[src/rtl/imem_responder_pkg.sv]
// Shared types and constants for the instruction-memory responder.
package imem_responder_pkg;

  localparam int unsigned LINE_W     = 256;
  localparam int unsigned OFFSET_W   = 5;
  localparam int unsigned WORD_SEL_W = 3;

  typedef enum logic [1:0] {
    IDLE,
    ISSUE,
    FILL,
    RESP
  } imem_resp_state_t;

  function automatic logic [31:0] line_addr(input logic [31:0] addr);
    return {addr[31:OFFSET_W], {OFFSET_W{1'b0}}};
  endfunction

endpackage

[src/rtl/imem_responder_word_mux.sv]
// line_word_mux: picks one 32-bit word out of a cache line by word index.
module line_word_mux
  import imem_responder_pkg::*;
(
  input  logic [LINE_W-1:0]     line_i,
  input  logic [WORD_SEL_W-1:0] sel_i,
  output logic [31:0]           word_o
);

  always_comb begin
    word_o = line_i[32*sel_i +: 32];
  end

endmodule

[src/rtl/imem_responder.sv]
// Instruction-fetch responder: serves word fetches from 4-beat burst line reads.
// Optional last-line buffer enabled by defining IMEM_LINE_BUF_EN.
module imem_responder
  import imem_responder_pkg::*;
#(
  parameter int unsigned BEAT_W = 64,
  parameter int unsigned BEATS  = 4
) (
  input  logic        clk,
  input  logic        rst_n,
  input  logic [31:0] imem_addr,
  input  logic [3:0]  imem_rmask,
  output logic [31:0] imem_rdata,
  output logic        imem_resp,
  output logic [31:0] bmem_addr,
  output logic        bmem_read,
  input  logic        bmem_ready,
  input  logic [31:0] bmem_raddr,
  input  logic [63:0] bmem_rdata,
  input  logic        bmem_rvalid
);

  localparam int unsigned CNT_W = $clog2(BEATS);

  imem_resp_state_t  state_q, state_d;
  logic [31:0]       req_addr_q, req_addr_d;
  logic [CNT_W-1:0]  cnt_q, cnt_d;
  logic [LINE_W-1:0] line_q, line_d;
  logic              bmem_read_q, bmem_read_d;
  logic [31:0]       bmem_addr_q, bmem_addr_d;
  logic              imem_resp_q, imem_resp_d;
  logic [31:0]       imem_rdata_q, imem_rdata_d;
  logic [31:0]       sel_addr;
  logic [31:0]       word;
  logic              hit;
  logic              unused_req_bits;

`ifdef IMEM_LINE_BUF_EN
  logic [31-OFFSET_W:0] tag_q, tag_d;
  logic                 valid_q, valid_d;
  assign hit = valid_q && (tag_q == imem_addr[31:OFFSET_W]);
`else
  assign hit = 1'b0;
`endif

  assign unused_req_bits = ^{req_addr_q[31:OFFSET_W], req_addr_q[1:0]};

  // In IDLE the word is selected from the live request so a buffer hit can answer next cycle.
  assign sel_addr = (state_q == IDLE) ? imem_addr : req_addr_q;

  line_word_mux u_word_mux (
    .line_i (line_d),
    .sel_i  (sel_addr[OFFSET_W-1:2]),
    .word_o (word)
  );

  always_comb begin
    state_d     = state_q;
    req_addr_d  = req_addr_q;
    cnt_d       = cnt_q;
    line_d      = line_q;
    bmem_read_d = bmem_read_q;
    bmem_addr_d = bmem_addr_q;
    imem_resp_d = 1'b0;
`ifdef IMEM_LINE_BUF_EN
    tag_d       = tag_q;
    valid_d     = valid_q;
`endif
    unique case (state_q)
      IDLE: begin
        if (imem_rmask != '0) begin
          req_addr_d = imem_addr;
          if (hit) begin
            state_d     = RESP;
            imem_resp_d = 1'b1;
          end else begin
            state_d     = ISSUE;
            bmem_read_d = 1'b1;
            bmem_addr_d = line_addr(imem_addr);
          end
        end
      end
      ISSUE: begin
        if (bmem_ready) begin
          bmem_read_d = 1'b0;
          cnt_d       = '0;
          state_d     = FILL;
        end
      end
      FILL: begin
        if (bmem_rvalid) begin
          line_d[BEAT_W*cnt_q +: BEAT_W] = bmem_rdata;
          cnt_d = cnt_q + 1'b1;
          if (cnt_q == CNT_W'(BEATS-1)) begin
            state_d     = RESP;
            imem_resp_d = 1'b1;
`ifdef IMEM_LINE_BUF_EN
            tag_d       = req_addr_q[31:OFFSET_W];
            valid_d     = 1'b1;
`endif
          end
        end
      end
      RESP: begin
        state_d = IDLE;
      end
      default: begin
        state_d = IDLE;
      end
    endcase
  end

  always_comb begin
    imem_rdata_d = imem_resp_d ? word : imem_rdata_q;
  end

  always_ff @(posedge clk or negedge rst_n) begin
    if (!rst_n) begin
      state_q      <= IDLE;
      req_addr_q   <= '0;
      cnt_q        <= '0;
      line_q       <= '0;
      bmem_read_q  <= 1'b0;
      bmem_addr_q  <= '0;
      imem_resp_q  <= 1'b0;
      imem_rdata_q <= '0;
`ifdef IMEM_LINE_BUF_EN
      tag_q        <= '0;
      valid_q      <= 1'b0;
`endif
    end else begin
      state_q      <= state_d;
      req_addr_q   <= req_addr_d;
      cnt_q        <= cnt_d;
      line_q       <= line_d;
      bmem_read_q  <= bmem_read_d;
      bmem_addr_q  <= bmem_addr_d;
      imem_resp_q  <= imem_resp_d;
      imem_rdata_q <= imem_rdata_d;
`ifdef IMEM_LINE_BUF_EN
      tag_q        <= tag_d;
      valid_q      <= valid_d;
`endif
    end
  end

  assign imem_resp  = imem_resp_q;
  assign imem_rdata = imem_rdata_q;
  assign bmem_read  = bmem_read_q;
  assign bmem_addr  = bmem_addr_q;

`ifndef SYNTHESIS
  raddr_matches_line: assert property (@(posedge clk) disable iff (!rst_n)
    (state_q == FILL && bmem_rvalid) |-> (bmem_raddr == bmem_addr_q));
`endif

endmodule

[config.mk]
export PLATFORM = sky130hd
export DESIGN_NAME = imem_responder
export DESIGN_NICKNAME = d
export VERILOG_FILES = /design/src/rtl/imem_responder_pkg.sv /design/src/rtl/imem_responder_word_mux.sv /design/src/rtl/imem_responder.sv
export SDC_FILE = /design/constraint.sdc
export NUM_CORES = 1
export LEC_CHECK = 0
export ABC_AREA = 1
export BUFFER_PORTS_ARGS = -buffer_cell sky130_fd_sc_hd__buf_2
export CAP_MARGIN = 20
export CORE_UTILIZATION = 60
export CTS_BUF_LIST = sky130_fd_sc_hd__clkbuf_4 sky130_fd_sc_hd__clkbuf_8
export DETAILED_ROUTE_END_ITERATION = 10
export PLACE_DENSITY = 0.93
export SKIP_CTS_REPAIR_TIMING = 1
export SLEW_MARGIN = 20
export SYNTH_ARGS = -nofsm -noshare
export SYNTH_HDL_FRONTEND = slang
export SYNTH_SLANG_ARGS = --single-unit
[constraint.sdc]
create_clock -name clk -period 7.25 [get_ports clk]
set_clock_uncertainty 0.1 [all_clocks]
set_input_delay 0.725 -clock clk [delete_from_list [all_inputs] [get_ports clk]]
set_output_delay 0.725 -clock clk [all_outputs]
set_load 0.01 [all_outputs]
==> results of run 1 <==
[worst reg2reg max path, cell delays in order, from the launching register on]
cell and delay [ns]:
dfrtp_1 0.38, inv_1 0.10, ha_1 0.50, nand2_1 0.18, o21ai_4 0.08, buf_4 0.54, clkinv_2 0.83, buf_4 0.65
nand3_1 0.33, nand3_1 0.10, nand3_1 0.13, nand3_1 0.13, nand2_1 0.12
[kinds of logic after synthesis]
kind of cell    count (synthesis)
compound gates                 15
flops                         324
buf+inv                       220
fa+ha+maj                       9
other cells                     1
simple gates                 1517
[routing by layer]
layer | up-vias | global-route usage, % | share of wire, %
met3 | 262 | 10.51 | 14
met4 | 4 | 19.53 | 4.9
li1 | 6962 | - | -
met5 | - | 0 | 0.057
met2 | 1265 | 54.41 | 44
met1 | 7301 | 45.38 | 37
[Yosys cell counts (all sizes together)]
library cell / n / area (µm²)
nand2: 864 / 3246
nand3: 601 / 3008
dfrtp: 324 / 8108
buf: 115 / 590.6
inv: 86 / 322.8
nor2: 48 / 207.7
clkbuf: 19 / 71.32
o21ai: 11 / 55.05
ha: 9 / 112.6
a21oi: 3 / 15.01
conb: 1 / 3.750
nand3b: 1 / 7.510
nor3: 1 / 5.000
o32ai: 1 / 8.760
or2: 1 / 6.260
or3: 1 / 6.260
[final timing paths]
kind | depth (start not counted) | startpoint | slack [ns] | to
max in group asynchronous | 3 | rst_n | 5.27 | line_q[75]$_DFF_PN0_
min reg2reg | 2 | line_q[201]$_DFF_PN0_ | 0.37 | line_q[201]$_DFF_PN0_
max reg2reg | 12 | state_q[0]$_DFFE_PN0P_ | 3.01 | imem_rdata[9]$_DFFE_PN0P_
min in group clk | 3 | imem_addr[17] | 0.23 | bmem_addr[17]$_DFFE_PN0P_
max | 12 | state_q[0]$_DFFE_PN0P_ | 3.01 | imem_rdata[9]$_DFFE_PN0P_
min | 1 | rst_n | 0.13 | imem_rdata[2]$_DFFE_PN0P_
[through the flow]
stage / hold slack (ns) / cell area [µm²] / worst slack [ns]
floorplan: 0.3294 / 15790 / 4.944
global placement: 0.3565 / 16560 / 3.237
detailed placement: 0.3598 / 16560 / 3.181
CTS: 0.1863 / 17680 / 3.179
global route: 0.2220 / 17720 / 2.845
finish: 0.1338 / 17730 / 3.008
[layout make-up]
class / instances / share of cell area (%)
Clock buffer: 88 / 5.986
Multi-Input combinational cell: 1546 / 38.07
Antenna cell: 6 / 0.08470
Clock inverter: 6 / 0.3318
Tap cell: 330 / 2.329
Inverter: 86 / 1.835
Timing Repair Buffer: 181 / 5.619
Sequential cell: 324 / 45.75
[registers in the layout, summed over array words and instances, names as in the netlist]
register    count
bmem_read       1
cnt_q           2
state_q         2
line_q        256
imem_rdata     32
imem_resp       1
bmem_addr      27
req_addr_q      3
[power breakdown]
group	switching [mW]	internal, mW	total, mW	leakage, nW
clock	0.738	0.953	1.69	0.605
combinational	2.42	1.09	3.52	5.54
sequential	0.186	2.27	2.46	4.40
==> results.toml, run 1 <==
[run_status]
outcome = "completed"

[clock_network]
cts_sinks = 324
cts_root_buffer = "clkbuf_8"
htreeDepth = 2
insertion_delay_ns = 0.60
cts_tree = "yes"
clkTransAtPathRegs_ns = 0.06
cts.path.max_buffers = 3
numCtsBuffers = 53

[sta]
fin_crit_sh_pct = 58.52
min_period_ns = 4.242
setup_viol = 0
tns_ns = 0
worstMarginPinSlew_ns = 1.087
rsz0062_at_grt = "false"
final_max_slew_viol_count = 0
finalHoldViolations = 0
slew_headroom_pct = 27.44
fmax_ghz = 0.2357

[global_route]
grt_pass1_wl_um = 75410
grt-ovfl-total = 0
grt.total_usage_pct = 35.56
antenna_found_initial = 8
grt_max_degree = 196
grt_pass1_vias = 15507

[place]
dp_hpwl_um = 25980
dp.cells = 2466
io_buffers = 162
gp_congestion = 0.8217

[final_layout]
final_layout_size_suffix_gt1_share_pct = 13.27
final_common_cell = "nand2_1"
mostFrequentLayoutCells = "863 x nand2_1, 598 x nand3_1, 323 x dfrtp_1"
fin_nets = 2337
syn2layout_area_growth_pct = 12.37
register_area_mm2 = 0.008109
multi_input_area_mm2 = 0.006748
n_fill_cell = 1886
fin_cells = 2567
finish.utilization_pct = 69.59

[synth]
synth_cells = 2086
ys_seq_area_share_pct = 51.40
yosys.area_share.simple_pct = 41.12
synth_cell_type_count = 23
yosysWarnings = 0
muxShareOfSynthArea_pct = 0
synth_top_family_by_area = "simple AND/OR/NAND/NOR gates"
synth-xor-area-share_pct = 0
syn_area_mm2 = 0.01577
ys_ff_latch = 324
synth_fa_ha_area_share_pct = 0.7139
synth_compound_area_share_pct = 0.4997
avgSynthCellArea_um2 = 7.562

[worst_setup_path]
path_class = "flip-flop to flip-flop"
slowest_delay_ns = 0.81
arrival_ns = 4.65
cp_max_fo = 80
cp_common_cell = "nand3_1"
cp.required_ns = 7.66
end_kind = "flip-flop"
start_kind = "flip-flop"
slowest_stage = "clkinv_2"
critPathTopFamily = "buffers and inverters"
crit_chain = "inv_1 > ha_1 > nand2_1 > o21ai_4 > buf_4 > clkinv_2 > buf_4 > nand3_1 > nand3_1 > nand3_1 > nand3_1 > nand2_1"
crit_buf_inv = 4

[die]
core_mm2 = 0.02547
chipWidth_um = 164.1
die_h_um = 164.1
start_util_pct = 61.93
dieArea_mm2 = 0.02694
std_cell_rows = 58
io_pins = 202

[route]
ant_nets = 0
vias_per_cell = 6.153
num_vias = 15794
drt_iter0_drc = 1971
routed_wl_um = 47200
wl_per_cell_um = 18.39
drc_errors = 0
drtPass1Iterations = 9

[hold_path]
hold_path_class = "input port to asynchronous set/reset pin"

[power]
p_total_mw = 7.664
ir_drop_mv = 0.2809
power_density_mw_per_mm2 = 432.4
leakage_nw = 10.55

[job]
cap_viol_max_count = 0
(Power assumes the default switching activity.)
==> inputs of run 2 (changes only) <==
--- a/config.mk
+++ b/config.mk
@@ -5,13 +5,13 @@
 export SDC_FILE = /design/constraint.sdc
 export NUM_CORES = 1
 export LEC_CHECK = 0
-export ABC_AREA = 1
+export ABC_AREA = 0
 export BUFFER_PORTS_ARGS = -buffer_cell sky130_fd_sc_hd__buf_2
 export CAP_MARGIN = 20
 export CORE_UTILIZATION = 60
 export CTS_BUF_LIST = sky130_fd_sc_hd__clkbuf_4 sky130_fd_sc_hd__clkbuf_8
 export DETAILED_ROUTE_END_ITERATION = 10
-export PLACE_DENSITY = 0.93
+export PLACE_DENSITY = 0.94
 export SKIP_CTS_REPAIR_TIMING = 1
 export SLEW_MARGIN = 20
 export SYNTH_ARGS = -nofsm -noshare
==> constraint.sdc (replaced) <==
create_clock -name clk -period 4.2 [get_ports clk]
set_clock_uncertainty 0.1 [all_clocks]
set_input_delay 0.42 -clock clk [delete_from_list [all_inputs] [get_ports clk]]
set_output_delay 0.42 -clock clk [all_outputs]
set_load 0.01 [all_outputs]
==> results.toml, run 2 <==
[synth]
synth_fa_ha_area_share_pct = 0.7545
synthArstFlopShare_pct = 100.0
synth-xor-area-share_pct = 0
synth_compound_area_share_pct = 24.91
synth_cells = 1347
yosysTopAreaCell = "dfrtp_1"
avgSynthCellArea_um2 = 11.08
ys_seq_area_share_pct = 54.32
netlist.area_leader.share_pct = 54.32
synth_cell_type_count = 48
synth_most_common_cell = "dfrtp_1"
synthTopCellsByArea = "dfrtp_1 54%, a22o_1 11%, mux2i_1 4.0%"
ys.flop_type = "dfrtp_1"
syn_area_mm2 = 0.01493
yosysWarnings = 0
muxShareOfSynthArea_pct = 6.463
synth_edf_count = 0
synth_top_family_by_area = "compound AO/OA/AOI/OAI gates"
synth_common_cells = "324 x dfrtp_1, 179 x a22o_1, 155 x nand2_1, 76 x a21oi_1, 68 x clkbuf_1"
ys_ff_latch = 324
yosys.area_share.simple_pct = 8.090

[global_route]
grt_pass1_vias = 13262
grt-ovfl-total = 0
antenna_found_initial = 3
grt.total_usage_pct = 34.83
grt_pass1_wl_um = 70120
grt_max_degree = 133

[sta]
worstMarginPinSlew_ns = 1.204
setup_viol = 0
final_max_slew_viol_count = 0
worst_hold_slack_ns = -0.002169
tns_ns = 0
slew_headroom_pct = 19.73
min_period_ns = 3.680
finalHoldViolations = 2
fmax_ghz = 0.2717
rsz0062_at_grt = "false"
fin_crit_sh_pct = 87.63

[final_layout]
fin_nets = 1651
final_layout_size_suffix_gt1_share_pct = 22.08
stdcell_area_mm2 = 0.01730
n_fill_cell = 1580
mostFrequentLayoutCells = "324 x dfrtp_1, 179 x a22o_1, 161 x buf_2"
finish.utilization_pct = 70.92
regMostFlops = "line_q"
final_common_cell = "dfrtp_1"
syn2layout_area_growth_pct = 15.90
largest_reg_flops = 256

[hold_path]
hold_path_class = "input port to flip-flop"

[clock_network]
htreeDepth = 2
cts_sinks = 324
cts.path.max_buffers = 3
cts_root_buffer = "clkbuf_8"
numCtsBuffers = 51
clkTransAtPathRegs_ns = 0.07
insertion_delay_ns = 0.59
cts_tree = "yes"

[worst_setup_path]
cp_max_fo = 23
r2r_cells = 9
crit_chain = "inv_1 > ha_1 > nand3_2 > inv_1 > nand2_1 > buf_4 > nor2_1 > a222oi_1 > o211ai_1"
crit_start = "state_q[0]$_DFFE_PN0P_"
r2r-end = "imem_rdata[18]$_DFFE_PN0P_"
reg2reg_from = "state_q[0]$_DFFE_PN0P_"
slowest_stage = "nor2_1"
start_kind = "flip-flop"
arrival_ns = 4.06
cp_common_cell = "inv_1"
ff2ff_setup_slack_ns = 0.52
path_class = "flip-flop to flip-flop"
end_kind = "flip-flop"
cp.required_ns = 4.58
cp-endpoint = "imem_rdata[18]$_DFFE_PN0P_"
slowest_delay_ns = 0.93

[run_status]
outcome = "complete, but fails checks"
violations = "DRC, hold timing"

[place]
dp_hpwl_um = 26560
gp_congestion = 0.8798
dpl_cell_area_mm2 = 0.01593
io_buffers = 162

[die]
chipWidth_um = 159.7
dieArea_mm2 = 0.02551
std_cell_rows = 57
core_mm2 = 0.02439
start_util_pct = 61.19
die_h_um = 159.7
io_pins = 202

[route]
vias_per_cell = 7.040
drc_errors = 1
wl_per_cell_um = 24.28
drtPass1Iterations = 11
routed_wl_um = 45300
drt_iter0_drc = 1714
num_vias = 13137
ant_nets = 0

[power]
power.internal_mw = 6.514
power_density_mw_per_mm2 = 595.4
leakage_nw = 8.420
p_sw_mw = 3.785
ir_drop_mv = 0.4624
seqPwrFrac_pct = 37.8
p_comb_share_pct = 35.0
clockPowerShare_pct = 27.2
switching_share_pct = 36.75

[job]
cap_viol_max_count = 0
-- run 2: cell types whose count changed in the layout (fill, tap and decap cells not counted), sizes merged, moves of 29 or more --
cell    change
a22o      +181
a211oi     +29
o22ai      +29
mux2i      +60
a32oi      +36
nand2     -709
inv        -34
nor2       -40
a21oi      +75
nand3     -568
mux2       +32
-- run 2: how the worst min path moves through the flow --
| stage | startpoint | end | slack, ns | cells past startpoint |
|---|---|---|---|---|
| floorplan | rst_n | bmem_addr[10]$_DFFE_PN0P_ | 0.02 | 0 |
| global placement | line_q[86]$_DFF_PN0_ | line_q[86]$_DFF_PN0_ | 0.34 | 2 |
| detailed placement | line_q[189]$_DFF_PN0_ | line_q[189]$_DFF_PN0_ | 0.35 | 2 |
| CTS | rst_n | line_q[9]$_DFF_PN0_ | -0.07 | 1 |
| global route | imem_addr[13] | bmem_addr[13]$_DFFE_PN0P_ | -0.0004 | 2 |
| finish | bmem_rdata[52] | line_q[52]$_DFF_PN0_ | -0.002 | 2 |
-- run 2: per-stage QoR --
stage | worst slack [ns] | power (mW) | std cells
2_1_floorplan | 1.708 | 6.258 | 1351
3_3_place_gp | 0.8797 | 7.184 | 1748
3_5_place_dp | 0.7297 | 7.361 | 1748
4_1_cts | 0.6512 | 10.13 | 1835
5_1_grt | 0.4193 | 10.66 | 1866
6_report | 0.5197 | 10.30 | 1866
-- run 2: power by group through the flow --
stage	Sequential (mW)	Combinational, mW	Clock (mW)
after CTS	3.87	3.47	2.78
after global routing	3.93	3.78	2.94
after floorplan	3.94	2.32	0
after global placement	3.90	3.29	0
after detailed placement	3.92	3.44	0
final	3.89	3.61	2.80
-- run 2: layer usage --
layer	global-route usage (%)	vias to the layer above	wire length (µm)
li1	-	5402	-
met1	45.04	6284	16160
met2	53.73	1179	20660
met3	8.649	270	6013
met4	20.19	2	2449
met5	0	-	11
-- run 2: cells by family (layout without fill, tap and decap cells) --
kind of cell / after synthesis / after routing
fa+ha+maj: 9 / 9
mux: 92 / 92
simple gates: 262 / 262
buf+inv: 178 / 367
other cells: 1 / 7
compound gates: 481 / 481
flops: 324 / 324
-- run 2: critical path, delay by kind of cell (launching register included) --
kind | cells | cell delay [ns]
buffers and inverters | 3 | 0.53
AND/OR/NAND/NOR | 3 | 1.52
adder cells (fa/ha/maj) | 1 | 0.54
flip-flops | 1 | 0.40
AO/OA/AOI/OAI | 2 | 0.51
-- run 2: final cells by class --
| cell class | count | area [µm²] | share of cell area (%) |
|---|---|---|---|
| Antenna cell | 2 | 5.005 | 0.02893 |
| Clock buffer | 83 | 1036 | 5.989 |
| Sequential cell | 324 | 8108 | 46.87 |
| Multi-Input combinational cell | 849 | 6067 | 35.07 |
| Clock inverter | 4 | 22.52 | 0.1302 |
| Tap cell | 324 | 405.4 | 2.343 |
| Inverter | 51 | 191.4 | 1.107 |
| Timing Repair Buffer | 229 | 1464 | 8.462 |
